==> config.mk <==
export PLATFORM = sky130hd
export DESIGN_NAME = mem_port_arbiter
export DESIGN_NICKNAME = d
export VERILOG_FILES = /design/src/rtl/mem_port_arbiter.sv
export SDC_FILE = /design/constraint.sdc
export NUM_CORES = 1
export LEC_CHECK = 0
export BUFFER_PORTS_ARGS = -buffer_cell sky130_fd_sc_hd__clkbuf_2
export CORE_ASPECT_RATIO = 1.25
export CORE_MARGIN = 4
export CORE_UTILIZATION = 30
export CTS_BUF_LIST = sky130_fd_sc_hd__clkbuf_16
export DETAILED_ROUTE_END_ITERATION = 8
export PLACE_DENSITY = 0.78
export SYNTH_ARGS = -nofsm -noshare
export SYNTH_HDL_FRONTEND = slang
export SYNTH_SLANG_ARGS = --single-unit
==> constraint.sdc <==
create_clock -name clk -period 2.3 [get_ports clk]
set_input_delay 0.69 -clock clk [delete_from_list [all_inputs] [get_ports clk]]
set_output_delay 0.69 -clock clk [all_outputs]
set_load 0.01 [all_outputs]
==> src/rtl/mem_port_arbiter.sv <==
// Round-robin arbiter sharing one valid/ready memory request port between NREQ requesters,
// with an order FIFO that routes in-order responses back to the issuing requester.
module mem_port_arbiter #(
  parameter int unsigned NREQ   = 2,
  parameter int unsigned DLEN   = 32,
  parameter int unsigned MAXOUT = 4
) (
  input  logic                 clk,
  input  logic                 rst,
  input  logic [NREQ-1:0]      i_req_valid,
  output logic [NREQ-1:0]      o_req_ready,
  input  logic [NREQ*DLEN-1:0] i_req_data,
  output logic                 o_valid,
  input  logic                 i_ready,
  output logic [DLEN-1:0]      o_data,
  input  logic                 i_rsp_valid,
  output logic                 o_rsp_ready,
  input  logic [DLEN-1:0]      i_rsp_data,
  output logic [NREQ-1:0]      o_rsp_valid,
  input  logic [NREQ-1:0]      i_rsp_ready,
  output logic [DLEN-1:0]      o_rsp_data
);

  localparam int unsigned IW = (NREQ > 1) ? $clog2(NREQ) : 1;
  localparam int unsigned PW = (MAXOUT > 1) ? $clog2(MAXOUT) : 1;
  localparam int unsigned CW = PW + 1;

  logic [IW-1:0]   rr_ptr, rr_next;
  logic            locked, locked_next;
  logic [IW-1:0]   lock_idx, lock_idx_next;
  logic [PW-1:0]   wr_ptr, rd_ptr;
  logic [CW-1:0]   count;
  logic [IW-1:0]   fifo [MAXOUT];

  logic [IW-1:0]   grant, head;
  logic            any_valid, has_grant, full, empty, push, pop;
  logic [DLEN-1:0] grant_data;

  // Grant: locked requester wins, else first valid requester starting at rr_ptr
  always_comb begin
    int unsigned idx;
    idx       = 0;
    grant     = '0;
    any_valid = 1'b0;
    for (int unsigned i = 0; i < NREQ; i++) begin
      idx = 32'(rr_ptr) + i;
      if (idx >= NREQ) idx = idx - NREQ;
      if (!any_valid && i_req_valid[IW'(idx)]) begin
        any_valid = 1'b1;
        grant     = IW'(idx);
      end
    end
    if (locked) grant = lock_idx;
  end

  always_comb begin
    grant_data = '0;
    for (int unsigned k = 0; k < NREQ; k++) begin
      if (IW'(k) == grant) grant_data = i_req_data[k*DLEN +: DLEN];
    end
  end

  assign full      = (count == CW'(MAXOUT));
  assign empty     = (count == '0);
  assign has_grant = locked | any_valid;
  assign head      = fifo[rd_ptr];

  // Request and response paths are pure pass-through, forced quiet during reset
  always_comb begin
    o_valid     = ~rst & has_grant & i_req_valid[grant] & ~full;
    o_data      = (~rst & has_grant) ? grant_data : '0;
    o_req_ready = '0;
    o_rsp_valid = '0;
    for (int unsigned k = 0; k < NREQ; k++) begin
      o_req_ready[k] = ~rst & has_grant & (grant == IW'(k)) & i_ready & ~full;
      o_rsp_valid[k] = ~rst & i_rsp_valid & ~empty & (head == IW'(k));
    end
    o_rsp_ready = ~rst & ~empty & i_rsp_ready[head];
    o_rsp_data  = i_rsp_data;
  end

  assign push = o_valid & i_ready;
  assign pop  = o_rsp_ready & i_rsp_valid;

  // Lock holds the grant while downstream stalls; a dropped valid releases it
  always_comb begin
    locked_next   = locked;
    lock_idx_next = lock_idx;
    rr_next       = rr_ptr;
    if (push) begin
      locked_next = 1'b0;
      rr_next     = (grant == IW'(NREQ - 1)) ? '0 : grant + IW'(1);
    end else if (o_valid && !i_ready) begin
      locked_next   = 1'b1;
      lock_idx_next = grant;
    end else if (locked && !i_req_valid[lock_idx]) begin
      locked_next = 1'b0;
    end
  end

  always_ff @(posedge clk or posedge rst) begin
    if (rst) begin
      rr_ptr   <= '0;
      locked   <= 1'b0;
      lock_idx <= '0;
      wr_ptr   <= '0;
      rd_ptr   <= '0;
      count    <= '0;
    end else begin
      rr_ptr   <= rr_next;
      locked   <= locked_next;
      lock_idx <= lock_idx_next;
      if (push) wr_ptr <= wr_ptr + PW'(1);
      if (pop)  rd_ptr <= rd_ptr + PW'(1);
      case ({push, pop})
        2'b10:   count <= count + CW'(1);
        2'b01:   count <= count - CW'(1);
        default: count <= count;
      endcase
    end
  end

  always_ff @(posedge clk) begin
    if (push) fifo[wr_ptr] <= grant;
  end

endmodule
Word level (Yosys, flattened, before mapping):

Memory sizes are Yosys's and may differ from the RTL's.
Cells that the tools add are included.

* bits in registers: 10
* bits in latches: 0
* memory bits (writable): 4
* memory bits (read-only): 0
* input port bits: 104
* memories: 1

* add/sub/neg operators: 8
* multiply operators: 0
* div/mod/pow operators: 0
* order comparisons: 7
* equality and inequality tests: 3
* shifts and indexed selects: 0
* multiplexer cells: 26
* bitwise logic cells: 24
* reduce and logical (&&, ||, !) cells: 10

Memories
* fifo: words 4, bits a word 1, read ports 1, clocked after Yosys merged registers in 0, write ports 1, line 33 `logic [IW-1:0] fifo [MAXOUT];`

Operators with widths (count)
* $mux 32: 2
* $mux 1: 23
* $and 1x1->1: 17
* $lt 1x2->1 const B: 5
* $not 1->1: 6
* $pmux 3 s2: 1
* $add 2x1->2 const B: 2
* $add 3x1->3 const B: 1
* $eq 3x3->1 const B: 1
* $logic_and 1x1->1: 3
* $logic_not 1->1: 3
* $logic_not 3->1: 1
* $reduce_bool 3->1: 1
* $sub 3x1->3 const B: 1
* $add 1x1->2 const B: 1
* $eq 2x1->1 const B: 1
* $eq 2x2->1 const B: 1
* $ge 1x2->1 const B: 1
* $ge 2x2->1 const B: 1
* $reduce_and 2->1: 1
* $reduce_bool 2->1: 1
* $sub 1x1->1 const B: 2
* $add 1x1->1 const B: 1
* $or 1x1->1: 1

Longest topological paths before layout:

Gate-level depths: netlist of run 1.

* depth in word-level cells: 16
* mapped depth: 10
* gate-level depth less buffers: 10

Least setup slack after synthesis of run 1:

OpenSTA, ideal clock, no wires.

* kind: in2out
* start point: in i_req_valid[0]
* end point: out o_req_ready[1]
* arrival: 1807 ps
* required time: 1610 ps
* setup slack: -197 ps
* cell stages on the path: 6
* path buffers: 2
* path through: nor2b_1 o31ai_2 and2_1 buf_2 buf_2 nor2b_1

RTL lines
* start, declared: line 10 `input logic [NREQ-1:0] i_req_valid,`
* $mux 1 (implied by the code) (2 in a row): line 48 `if (!any_valid && i_req_valid[IW'(idx)]) begin`
* $mux 1: line 48
* $logic_not 1->1: line 48
* $logic_and 1x1->1: line 48
* $mux 1 (*): line 48
* $mux 1 (*): line 53 `if (locked) grant = lock_idx;`
* via grant: line 35 `logic [IW-1:0] grant, head;`
* $and 1x1->1 (*) (3 in a row): line 75 `o_req_ready[k] = ~rst & has_grant & (grant == IW'(k)) & i_ready & ~full;`
* end, declared: line 11 `output logic [NREQ-1:0] o_req_ready,`

The timed path passes the listed nets; every way through them passes the cells marked *. The select of a mux whose other input is x is not followed.

Worst setup path in the final report of run 1:

* start point: in i_req_valid[1]
* end point: out o_data[5]

* longest elaborated chain between the ends: 9

RTL lines
* $mux 1 (implied by the code) (2 in a row): line 48
* $mux 1: line 48
* $logic_not 1->1: line 48
* $logic_and 1x1->1: line 48
* $mux 1: line 48
* $mux 1 or $or 1x1->1 (tied branches): line 53, 65
* $mux 32 or $and 1x1->1 (tied branches): line 59, 71
* $mux 32 (*): line 71 `o_data = (~rst & has_grant) ? grant_data : '0;`
* end, declared: line 15 `output logic [DLEN-1:0] o_data,`

Mark *: on every way between the ends. The rest lies on a longest branch, timed or not. The select of a mux whose other input is x is not followed.

==> results of run 1 <==
worst max-delay path by stage:
stage | end | startpoint
4_1_cts | o_data[22] | i_req_valid[0]
3_3_place_gp | o_data[5] | i_req_valid[0]
6_report | o_data[5] | i_req_valid[1]
2_1_floorplan | o_data[10] | i_req_valid[0]
3_5_place_dp | o_data[5] | i_req_valid[0]
5_1_grt | o_data[7] | i_req_valid[0]
stage by stage:
stage | total power, mW | utilization (%)
finish | 1.99 | 51.3
CTS | 1.96 | 49.0
global placement | 1.44 | 44.1
detailed placement | 1.48 | 44.1
global route | 2.12 | 51.3
floorplan | 1.11 | -
state kept, by name, indices dropped and copies added, names as in the netlist:
signal	cells
fifo	4
lock_idx	1
rr_ptr	1
wr_ptr	2
locked	1
rd_ptr	2
count	3
critical path: cells and delay by family:
family / cells / cell delay (ns)
AOI/OAI and AO/OA: 3 / 0.68
buffers and inverters: 4 / 0.43
metal layers:
layer | part of all wire (%) | GRT usage [%] | routed length (um) | vias to the layer above
li1 | - | - | - | 698
met2 | 51 | 29.3 | 2720 | 99
met4 | 3.3 | 7.10 | 174 | 0
met5 | 0 | 0 | 0 | -
met1 | 33 | 16.4 | 1770 | 717
met3 | 13 | 7.43 | 686 | 17
what timing repair did:
action                                 4_1_cts  5_1_grt
pin swaps                                    8       26
setup buffers                                5        9
hold buffers                                 0        0
gates cloned                                 2        2
setup endpoints to repair                   37       40
endpoints found under the hold margin        0        0
resized for setup                           15       44
layout make-up:
type	count	share of cell area, %
tap	58	3.15
timing repair buffer	144	40.1
sequential	14	16.1
multi-input combinational	81	35.3
clock inverter	1	0.163
clock buffer	3	3.26
inverter	10	1.90
placed cells by master, fill, tap and decap left out, types with 2 or more instances in the layout:
| cell | synthesis | layout |
|---|---|---|
| a22o_1 | 32 | 32 |
| nor3b_1 | 2 | 2 |
| buf_4 | 32 | 25 |
| buf_6 | 0 | 8 |
| buf_2 | 5 | 25 |
| nand2b_1 | 2 | 2 |
| nor2b_4 | 0 | 2 |
| inv_1 | 10 | 7 |
| and2_2 | 4 | 4 |
| clkbuf_16 | 0 | 4 |
| edfxtp_1 | 4 | 4 |
| mux2i_4 | 0 | 2 |
| xor2_1 | 4 | 4 |
| ha_1 | 5 | 4 |
| nor2_2 | 0 | 3 |
| buf_12 | 0 | 4 |
| a2111oi_4 | 2 | 2 |
| mux2i_1 | 3 | 2 |
| xnor2_1 | 2 | 2 |
| clkbuf_2 | 0 | 80 |
| dfrtp_1 | 10 | 9 |
| nand2_1 | 2 | 2 |
power breakdown:
| group | internal (mW) | total, mW | switching [mW] |
|---|---|---|---|
| combinational | 0.667 | 1.21 | 0.540 |
| sequential | 0.359 | 0.448 | 0.0889 |
| clock | 0.230 | 0.331 | 0.101 |
| total | 1.26 | 1.99 | 0.730 |
logic make-up (layout without fill, tap and decap cells):
| group | after synthesis | count (layout) | synth area share [%] |
|---|---|---|---|
| AO/OA/AOI/OAI | 37 | 37 | 25.5 |
| XOR/XNOR | 6 | 6 | 3.72 |
| adder cells (fa/ha/maj) | 6 | 6 | 5.84 |
| buffers and inverters | 49 | 158 | 21.9 |
| flip-flops | 14 | 14 | 26.2 |
| multiplexers | 7 | 7 | 6.55 |
| AND/OR/NAND/NOR | 25 | 25 | 10.3 |
==> flow_summary.toml, run 1 <==
[run_status]
status = "finished with violations"
violations = "setup timing"

[global_route]
grt_util_all_layers_pct = 16.4
grt_pass1_vias = 1532
grt_pass1_wl_um = 7650
grt_max_degree = 34
antenna_found_initial = 0
grt.overflow.total = 0

[die]
die_y_um = 84.8
rows = 27
die_w_um = 69.4
start_util_pct = 31.5
die-area_sq_um = 5880
ios = 174
fp.coreArea_sq_um = 4490

[layout]
synthToLayoutAreaGrowth_pct = 63.0
final_layout_size_suffix_gt1_share_pct = 69.2
antennaDiodeCount = 0
final_cells = 311
final_area_sq_um = 2300
fillers = 413
ff_latch_area_sq_um = 372
multiInputGateArea_sq_um = 815
fin_nets = 364

[sta]
fmax_mhz = 400
setup_tns_ns = -4.41
rsz0062_at_grt = "yes"
report.final.slew_viol_count = 0
timing.hold.ws_ns = 0.474
fin_crit_sh_pct = 109
finClkSkew_ns = 0.00474
period_needed_ns = 2.50
worstMarginPinSlew_ns = 0.355
hold_violations = 0
finalSetupViolCount = 37
layout_setup_ws_ns = -0.198
maxSlewHeadroom_pct = 76.3

[yosys]
synth_area_leaders = "a22o_1 (20%), dfrtp_1 (18%), buf_4 (17%)"
asyncSetResetFlopFracSynth_pct = 71.4
ys_top_cells_by_count = "a22o_1 (32), buf_4 (32), dfrtp_1 (10), inv_1 (10)"
syn_inst = 144
synth_edf_count = 4
ys_seq_area_share_pct = 26.2
yosys_warnings = 0
synthFlopType = "dfrtp_1"
syn_nets = 254
avgSynthCellArea_sq_um = 9.82
syn-cell-area_sq_um = 1410
yosys.area.top_type_share_pct = 19.8
synth_cell_types = 32
netlist.top_cell.by_area = "a22o_1"
ys_ff_latch = 14

[placed_design]
dp_hpwl_um = 4100
place_congestion = 0.835
placed_area_sq_um = 1980
port_buffers = 109
place_inst = 294
preCtsSetupSlack_ns = -0.292

[clock_tree]
numCtsBuffers = 3
clk_pin_slew_ns = 0.04
cts-root-buf = "clkbuf_16"
clock-sinks = 14
htreeDepth = 1
clockBufferDepth = 2
insertion_delay_ns = 0.25
cts_tree = "done"

[worst_setup_path]
slowest_delay_ns = 0.27
arrival_ns = 1.81
reg2reg_from = "rd_ptr[0]"
reg2reg_to = "count[2]"
crit_type = "in -> out"
reg2reg_depth = 9
reg2reg_setup_slack_ns = -0.05
worstSetupStartpointType = "input pin"
crit_fanout = 17
crit_path_end_kind = "output port"
required_ns = 1.61
cpMaxStageDelayCell = "o211ai_1"
path_cells = "buf_8 > inv_4 > o211ai_1 > a21oi_4 > buf_12 > a22o_1 > buf_2"

[routing]
drtIter0Drc = 25
vias = 1531
drt-total-wl_um = 5350
via_per_inst = 4.92
drc = 0
firstDrtPassIters = 4
postRouteAntennaNets = 0
wl_per_cell_um = 17.2

[job]
drv_cap = 0

[power]
peakVddDrop_mv = 0.484
p_per_area_nw_per_um2 = 862
p_leak_nw = 1.23

[min_path]
holdPathEnd = "rd_ptr[1]"
hp-start = "rd_ptr[1]"
whs_path_depth = 1
hp-class = "reg -> reg"
(Power assumes the default switching activity.)
==> run 2: changes to the inputs <==
--- a/config.mk
+++ b/config.mk
@@ -6,10 +6,11 @@
 export NUM_CORES = 1
 export LEC_CHECK = 0
 export BUFFER_PORTS_ARGS = -buffer_cell sky130_fd_sc_hd__clkbuf_2
-export CORE_ASPECT_RATIO = 1.25
+export CORE_ASPECT_RATIO = 1.1
 export CORE_MARGIN = 4
 export CORE_UTILIZATION = 30
 export CTS_BUF_LIST = sky130_fd_sc_hd__clkbuf_16
+export CTS_CLUSTER_SIZE = 12
 export DETAILED_ROUTE_END_ITERATION = 8
 export PLACE_DENSITY = 0.78
 export SYNTH_ARGS = -nofsm -noshare
==> constraint.sdc (replaced) <==
create_clock -name clk -period 2.13 [get_ports clk]
set_input_delay 0.639 -clock clk [delete_from_list [all_inputs] [get_ports clk]]
set_output_delay 0.639 -clock clk [all_outputs]
set_load 0.01 [all_outputs]
==> run 2 against run 1 <==
Compared with the run above: the run still ends with setup timing left; die area about the same; hold slack got worse by 0.069 ns; total power increased by 19%; non-clock buffer count increased by 5; highest routed layer unchanged; clock-buffer cell count is the same.
==> flow_summary.toml, run 2 (same netlist as run 1, synthesis figures left out) <==
[run_status]
status = "finished with violations"
violations = "setup timing"

[worst_setup_path]
reg2reg_to = "count[2]"
cpMaxStageDelayCell = "and2_4"
crit_family = "buffers and inverters"
slowest_delay_ns = 0.22
path_common_cell = "buf_6"
crit_cells = 8
reg2reg_depth = 9
crit_path_end_kind = "output port"
reg2reg_setup_slack_ns = -0.18
crit_path_end = "o_data[31]"
arrival_ns = 1.81
worst-path-buf-inv = 4
critPathLaunch = "i_req_valid[0]"
reg2reg_from = "rd_ptr[0]"
required_ns = 1.49
path_cells = "buf_6 > nor2b_4 > o31ai_4 > and2_4 > buf_6 > buf_12 > a22o_1 > buf_6"
crit_type = "in -> out"
worstSetupStartpointType = "input pin"
crit_fanout = 5

[clock_tree]
cts_tree = "done"
insertion_delay_ns = 0.25
numCtsBuffers = 3
clockBufferDepth = 2
clk_pin_slew_ns = 0.05
htreeDepth = 1
cts-root-buf = "clkbuf_16"
clock-sinks = 14

[sta]
maxSlewHeadroom_pct = 77.0
worstMarginPinSlew_ns = 0.344
finClkSkew_ns = 0.00284
layout_setup_ws_ns = -0.320
report.final.slew_viol_count = 0
hold_violations = 0
rsz0062_at_grt = "yes"
period_needed_ns = 2.45
finalSetupViolCount = 40
fmax_mhz = 408
timing.hold.ws_ns = 0.405
setup_tns_ns = -10.30
fin_crit_sh_pct = 115

[layout]
synthToLayoutAreaGrowth_pct = 78.1
final_cell_mix = "clkbuf_2 (72), a22o_1 (27), buf_2 (26)"
regMostFlops = "fifo"
post-route-util_pct = 57.1
antennaDiodeCount = 0
largest_reg_flops = 4
fin_nets = 369
reg.largest.list = "fifo x4, count x3"
final_cells = 312
final_layout_size_suffix_gt1_share_pct = 73.6
final_common_cell = "clkbuf_2"

[job]
drv_cap = 0

[routing]
via_per_inst = 4.87
drtIter0Drc = 52
drt-total-wl_um = 6250
drc = 0
vias = 1518
wl_per_cell_um = 20.0
postRouteAntennaNets = 0
firstDrtPassIters = 4

[global_route]
grt_pass1_vias = 1486
grt_util_all_layers_pct = 18.0
grt.overflow.total = 0
grt_max_degree = 29
antenna_found_initial = 0
grt_pass1_wl_um = 7760

[power]
p_per_area_nw_per_um2 = 940
peakVddDrop_mv = 0.332
p_leak_nw = 1.33

[placed_design]
place_congestion = 0.727
port_buffers = 109
place_inst = 292
dp_hpwl_um = 4650

[die]
die-area_sq_um = 5880
start_util_pct = 32.1
fp.coreArea_sq_um = 4410
ios = 174
rows = 25
die_w_um = 73.5
die_y_um = 80

[min_path]
hp-class = "in -> async"
==> run 2: changes by cell type in the layout (fill, tap and decap cells not counted), sizes merged <==
cell,delta
clkbuf,-8
clkinv,-1
inv,+1
buf,+13
==> run 2: per-layer routing <==
layer  vias to the layer above  part of all wire (%)  track usage (%)
met4                         0                  0.69             4.17
met3                         5                    15             11.0
li1                        709                     -                -
met2                        96                    50             29.7
met1                       708                    35             19.4
met5                         -                     0                0
==> run 2: power by group <==
group / switching (mW) / internal (mW) / total, mW
clock: 0.112 / 0.248 / 0.361
sequential: 0.0910 / 0.388 / 0.479
combinational: 0.652 / 0.875 / 1.53
total: 0.855 / 1.51 / 2.37
==> run 2: worst min-delay path by stage <==
| stage | endpoint | cells past startpoint |
|---|---|---|
| 2_1_floorplan | count[0] | 1 |
| 3_3_place_gp | count[2] | 2 |
| 3_5_place_dp | count[2] | 2 |
| 4_1_cts | locked | 2 |
| 5_1_grt | wr_ptr[1] | 3 |
| 6_report | wr_ptr[1] | 3 |
==> run 2: final cells by class <==
class	count	area, sq um
Fill cell	376	1890
Multi-Input combinational cell	81	875
Clock buffer	3	75.1
Timing Repair Buffer	149	1080
Tap cell	54	67.6
Sequential cell	14	372
Clock inverter	1	3.75
Inverter	10	43.8
==> run 2: metrics by stage <==
stage	area (sq um)	total power [mW]	setup WS, ns
after global routing	2520	2.51	-0.360
after floorplan	1500	1.23	-0.132
after detailed placement	2020	1.66	-0.330
final	2520	2.37	-0.320
after CTS	2310	2.22	-0.301
after global placement	2020	1.63	-0.330
==> run 2: timing repair <==
action,CTS,global route
hold buffers,0,0
cloned,4,2
buffers inserted,7,6
resized for setup,18,63
pin swaps,14,19
endpoints found under the setup margin,40,40
==> run 2: tightest hold or removal path: stages <==
cell and delay (ns):
clkbuf_2 0.11, clkinvlp_4 0.10, buf_4 0.13
==> run 3: changes to the inputs <==
--- a/config.mk
+++ b/config.mk
@@ -5,14 +5,15 @@
 export SDC_FILE = /design/constraint.sdc
 export NUM_CORES = 1
 export LEC_CHECK = 0
+export ABC_AREA = 1
 export BUFFER_PORTS_ARGS = -buffer_cell sky130_fd_sc_hd__clkbuf_2
 export CORE_ASPECT_RATIO = 1.1
 export CORE_MARGIN = 4
-export CORE_UTILIZATION = 30
+export CORE_UTILIZATION = 32
 export CTS_BUF_LIST = sky130_fd_sc_hd__clkbuf_16
 export CTS_CLUSTER_SIZE = 12
 export DETAILED_ROUTE_END_ITERATION = 8
-export PLACE_DENSITY = 0.78
+export PLACE_DENSITY = 0.77
 export SYNTH_ARGS = -nofsm -noshare
 export SYNTH_HDL_FRONTEND = slang
 export SYNTH_SLANG_ARGS = --single-unit
==> constraint.sdc (replaced) <==
create_clock -name clk -period 2.13 [get_ports clk]
set_input_delay 0.639 -clock clk [delete_from_list [all_inputs] [get_ports clk]]
set_output_delay 0.639 -clock clk [all_outputs]
set_load 0.02 [all_outputs]
==> run 3 against run 2 <==
Compared with the run above: the flow still finishes with violations (setup timing); area after synthesis up 19%; sequential share of layout area down 3.6 points; design area up 32%; sequential power up 4.6%; global-route usage down 0.064 points; clock-buffer cell count unchanged; via count up 51%; first-iteration DRC count up 110%; critical path depth up 1; total power up 73%; clock power down 1%; clock skew down 0.0021 ns; critical path type is now reg -> out; largest cell class unchanged.
==> flow_summary.toml, run 3 <==
[run_status]
status = "finished with violations"
violations = "setup timing"

[global_route]
grt_util_all_layers_pct = 17.9
grt.overflow.total = 0
grt_pass1_wl_um = 9560
grt_pass1_vias = 2097
antenna_found_initial = 0
grt_max_degree = 29

[worst_setup_path]
path_common_cell = "nand2_4"
crit_path_end_kind = "output port"
cpMaxStageDelayCell = "dfrtp_2"
required_ns = 1.49
arrival_ns = 1.68
crit_type = "reg -> out"
worstSetupStartpointType = "flip-flop"
path_cells = "inv_2 > nand2_4 > nand2_4 > nor2_8 > buf_12 > clkbuf_16 > nand3_2 > nand2_1 > clkbuf_8"
worst-path-buf-inv = 4
crit_fanout = 7
slowest_delay_ns = 0.47
crit_family = "buffers and inverters"

[layout]
reg.largest.list = "fifo x4, count x3"
regMostFlops = "fifo"
synthToLayoutAreaGrowth_pct = 97.5
final_common_cell = "clkbuf_2"
largest_reg_flops = 4
post-route-util_pct = 66.0
antennaDiodeCount = 0
fin_nets = 487
multiInputGateArea_sq_um = 1250
fillers = 364
ff_latch_area_sq_um = 372
final_layout_size_suffix_gt1_share_pct = 63.8
final_cell_mix = "clkbuf_2 (70), nand3_1 (43), nand2_1 (38)"

[yosys]
synthFlopType = "dfrtp_1"
syn_inst = 261
asyncSetResetFlopFracSynth_pct = 71.4
yosys.area.top_type_share_pct = 22.0
synth_most_common_cell = "nand3_1"
synth_edf_count = 4
netlist.top_cell.by_area = "nand3_1"
synth_cell_types = 24
avgSynthCellArea_sq_um = 6.44
syn_nets = 371
synth_area_leaders = "nand3_1 (22%), buf_4 (16%), dfrtp_1 (15%)"
yosys_warnings = 0
ys_top_cells_by_count = "nand3_1 (74), nand2_1 (63), buf_4 (35), inv_1 (24), nor2_1 (12)"
syn-cell-area_sq_um = 1680
ys_ff_latch = 14
ys_seq_area_share_pct = 22.0

[sta]
hold_violations = 0
worstMarginPinSlew_ns = 0.241
maxSlewHeadroom_pct = 83.9
finClkSkew_ns = 0.000703
report.final.slew_viol_count = 0
setup_tns_ns = -5.10
layout_setup_ws_ns = -0.187
period_needed_ns = 2.32
fmax_mhz = 432
finalSetupViolCount = 36
fin_crit_sh_pct = 109
rsz0062_at_grt = "yes"

[placed_design]
port_buffers = 109
place_congestion = 0.800
dp_hpwl_um = 4360

[power]
p_switching_mw = 1.85
p_leak_nw = 1.71
swShare_pct = 45.1
p_clk_share_pct = 8.7
seq_power_share_pct = 12.2
comb_power_share_pct = 79.0
power.internal_mw = 2.25
peakVddDrop_mv = 0.645
p_per_area_nw_per_um2 = 1230

[die]
die-area_sq_um = 6480
die_y_um = 84.0
start_util_pct = 33.4
die_w_um = 77.1
rows = 27
fp.coreArea_sq_um = 5030
ios = 174

[routing]
firstDrtPassIters = 4
wl_per_cell_um = 16.9
via_per_inst = 5.27
drt-total-wl_um = 7340
vias = 2288
drc = 0
drtIter0Drc = 110
postRouteAntennaNets = 0

[clock_tree]
cts_tree = "done"
cts-root-buf = "clkbuf_16"
clock-sinks = 14
clockBufferDepth = 2
numCtsBuffers = 3
htreeDepth = 1
insertion_delay_ns = 0.25
clk_pin_slew_ns = 0.04

[min_path]
hp-class = "in -> async"

[job]
drv_cap = 0
run 3: cell types whose count changed after synthesis, sizes merged, moves of 3 or more:
cell	delta
o21ai	+4
and2	-5
nand2	+65
buf	+3
nand4	+3
nand3	+75
a21oi	+3
inv	+14
mux2i	-4
a22o	-32
clkbuf	+3
nor2	+8
nor2b	-4
run 3: area by class of cell:
| cell class | count | share of cell area, % |
|---|---|---|
| repair buffers | 156 | 43.6 |
| multi-input cells | 178 | 37.8 |
| flip-flops and latches | 14 | 11.2 |
| inverters | 24 | 2.90 |
| clock buffers | 3 | 2.26 |
| well taps | 58 | 2.19 |
| clock inverters | 1 | 0.113 |
run 3: cells by family (layout without fill, tap and decap cells):
family | count (synthesis) | count (layout) | synth area share, %
adders and majority gates | 6 | 6 | 4.91
buffers and inverters | 69 | 184 | 23.5
and+or+nand+nor | 159 | 159 | 44.0
xor gates and xnor gates | 3 | 3 | 1.56
AOI/OAI and AO/OA | 10 | 10 | 3.94
DFF | 14 | 14 | 22.0
run 3: worst paths after layout:
check / from / to / slack [ns] / cells after the start
min in group clk: count[0] / count[0] / 0.46 / 1
setup reg to reg: locked / count[2] / -0.14 / 14
hold / removal: rst / locked / 0.46 / 3
max in group asynchronous: rst / locked / 1.52 / 3
setup / recovery: locked / o_data[8] / -0.19 / 9
hold reg to reg: count[0] / count[0] / 0.46 / 1
run 3: metal layers:
layer / global-route usage [%] / vias up / share of wire (%)
li1: - / 1051 / -
met1: 16.6 / 1078 / 32
met2: 35.9 / 130 / 55
met3: 5.18 / 29 / 8.1
met4: 6.80 / 0 / 4.7
met5: 0 / - / 0
run 3: power groups by stage:
| stage | Combinational [mW] | Clock, mW | Sequential [mW] |
|---|---|---|---|
| CTS | 2.55 | 0.363 | 0.482 |
| detailed placement | 1.94 | 0 | 0.486 |
| global route | 3.43 | 0.378 | 0.513 |
| global placement | 1.89 | 0 | 0.483 |
| floorplan | 1.31 | 0 | 0.464 |
| finish | 3.24 | 0.357 | 0.501 |
run 3: repair_timing:
action | CTS | global route
resized for setup | 79 | 110
hold buffers | 0 | 0
pin swaps | 15 | 22
cloned | 2 | 5
buffers inserted | 8 | 10
endpoints found under the setup margin | 38 | 39
run 3: metrics by stage:
stage	hold WS (ns)	instance area [sq um]	setup slack [ns]	total power, mW	cells
after floorplan	0.437	1730	-0.0176	1.77	261
after global placement	0.456	2260	-0.189	2.38	405
after detailed placement	0.459	2260	-0.287	2.42	405
after CTS	0.460	2810	-0.159	3.40	419
after global routing	0.472	3320	-0.249	4.33	434
final	0.458	3320	-0.187	4.10	434
run 3: tightest hold or removal path, stage by stage:
cell        delay (ns)
clkbuf_2          0.13
clkinvlp_4        0.09
buf_4             0.18
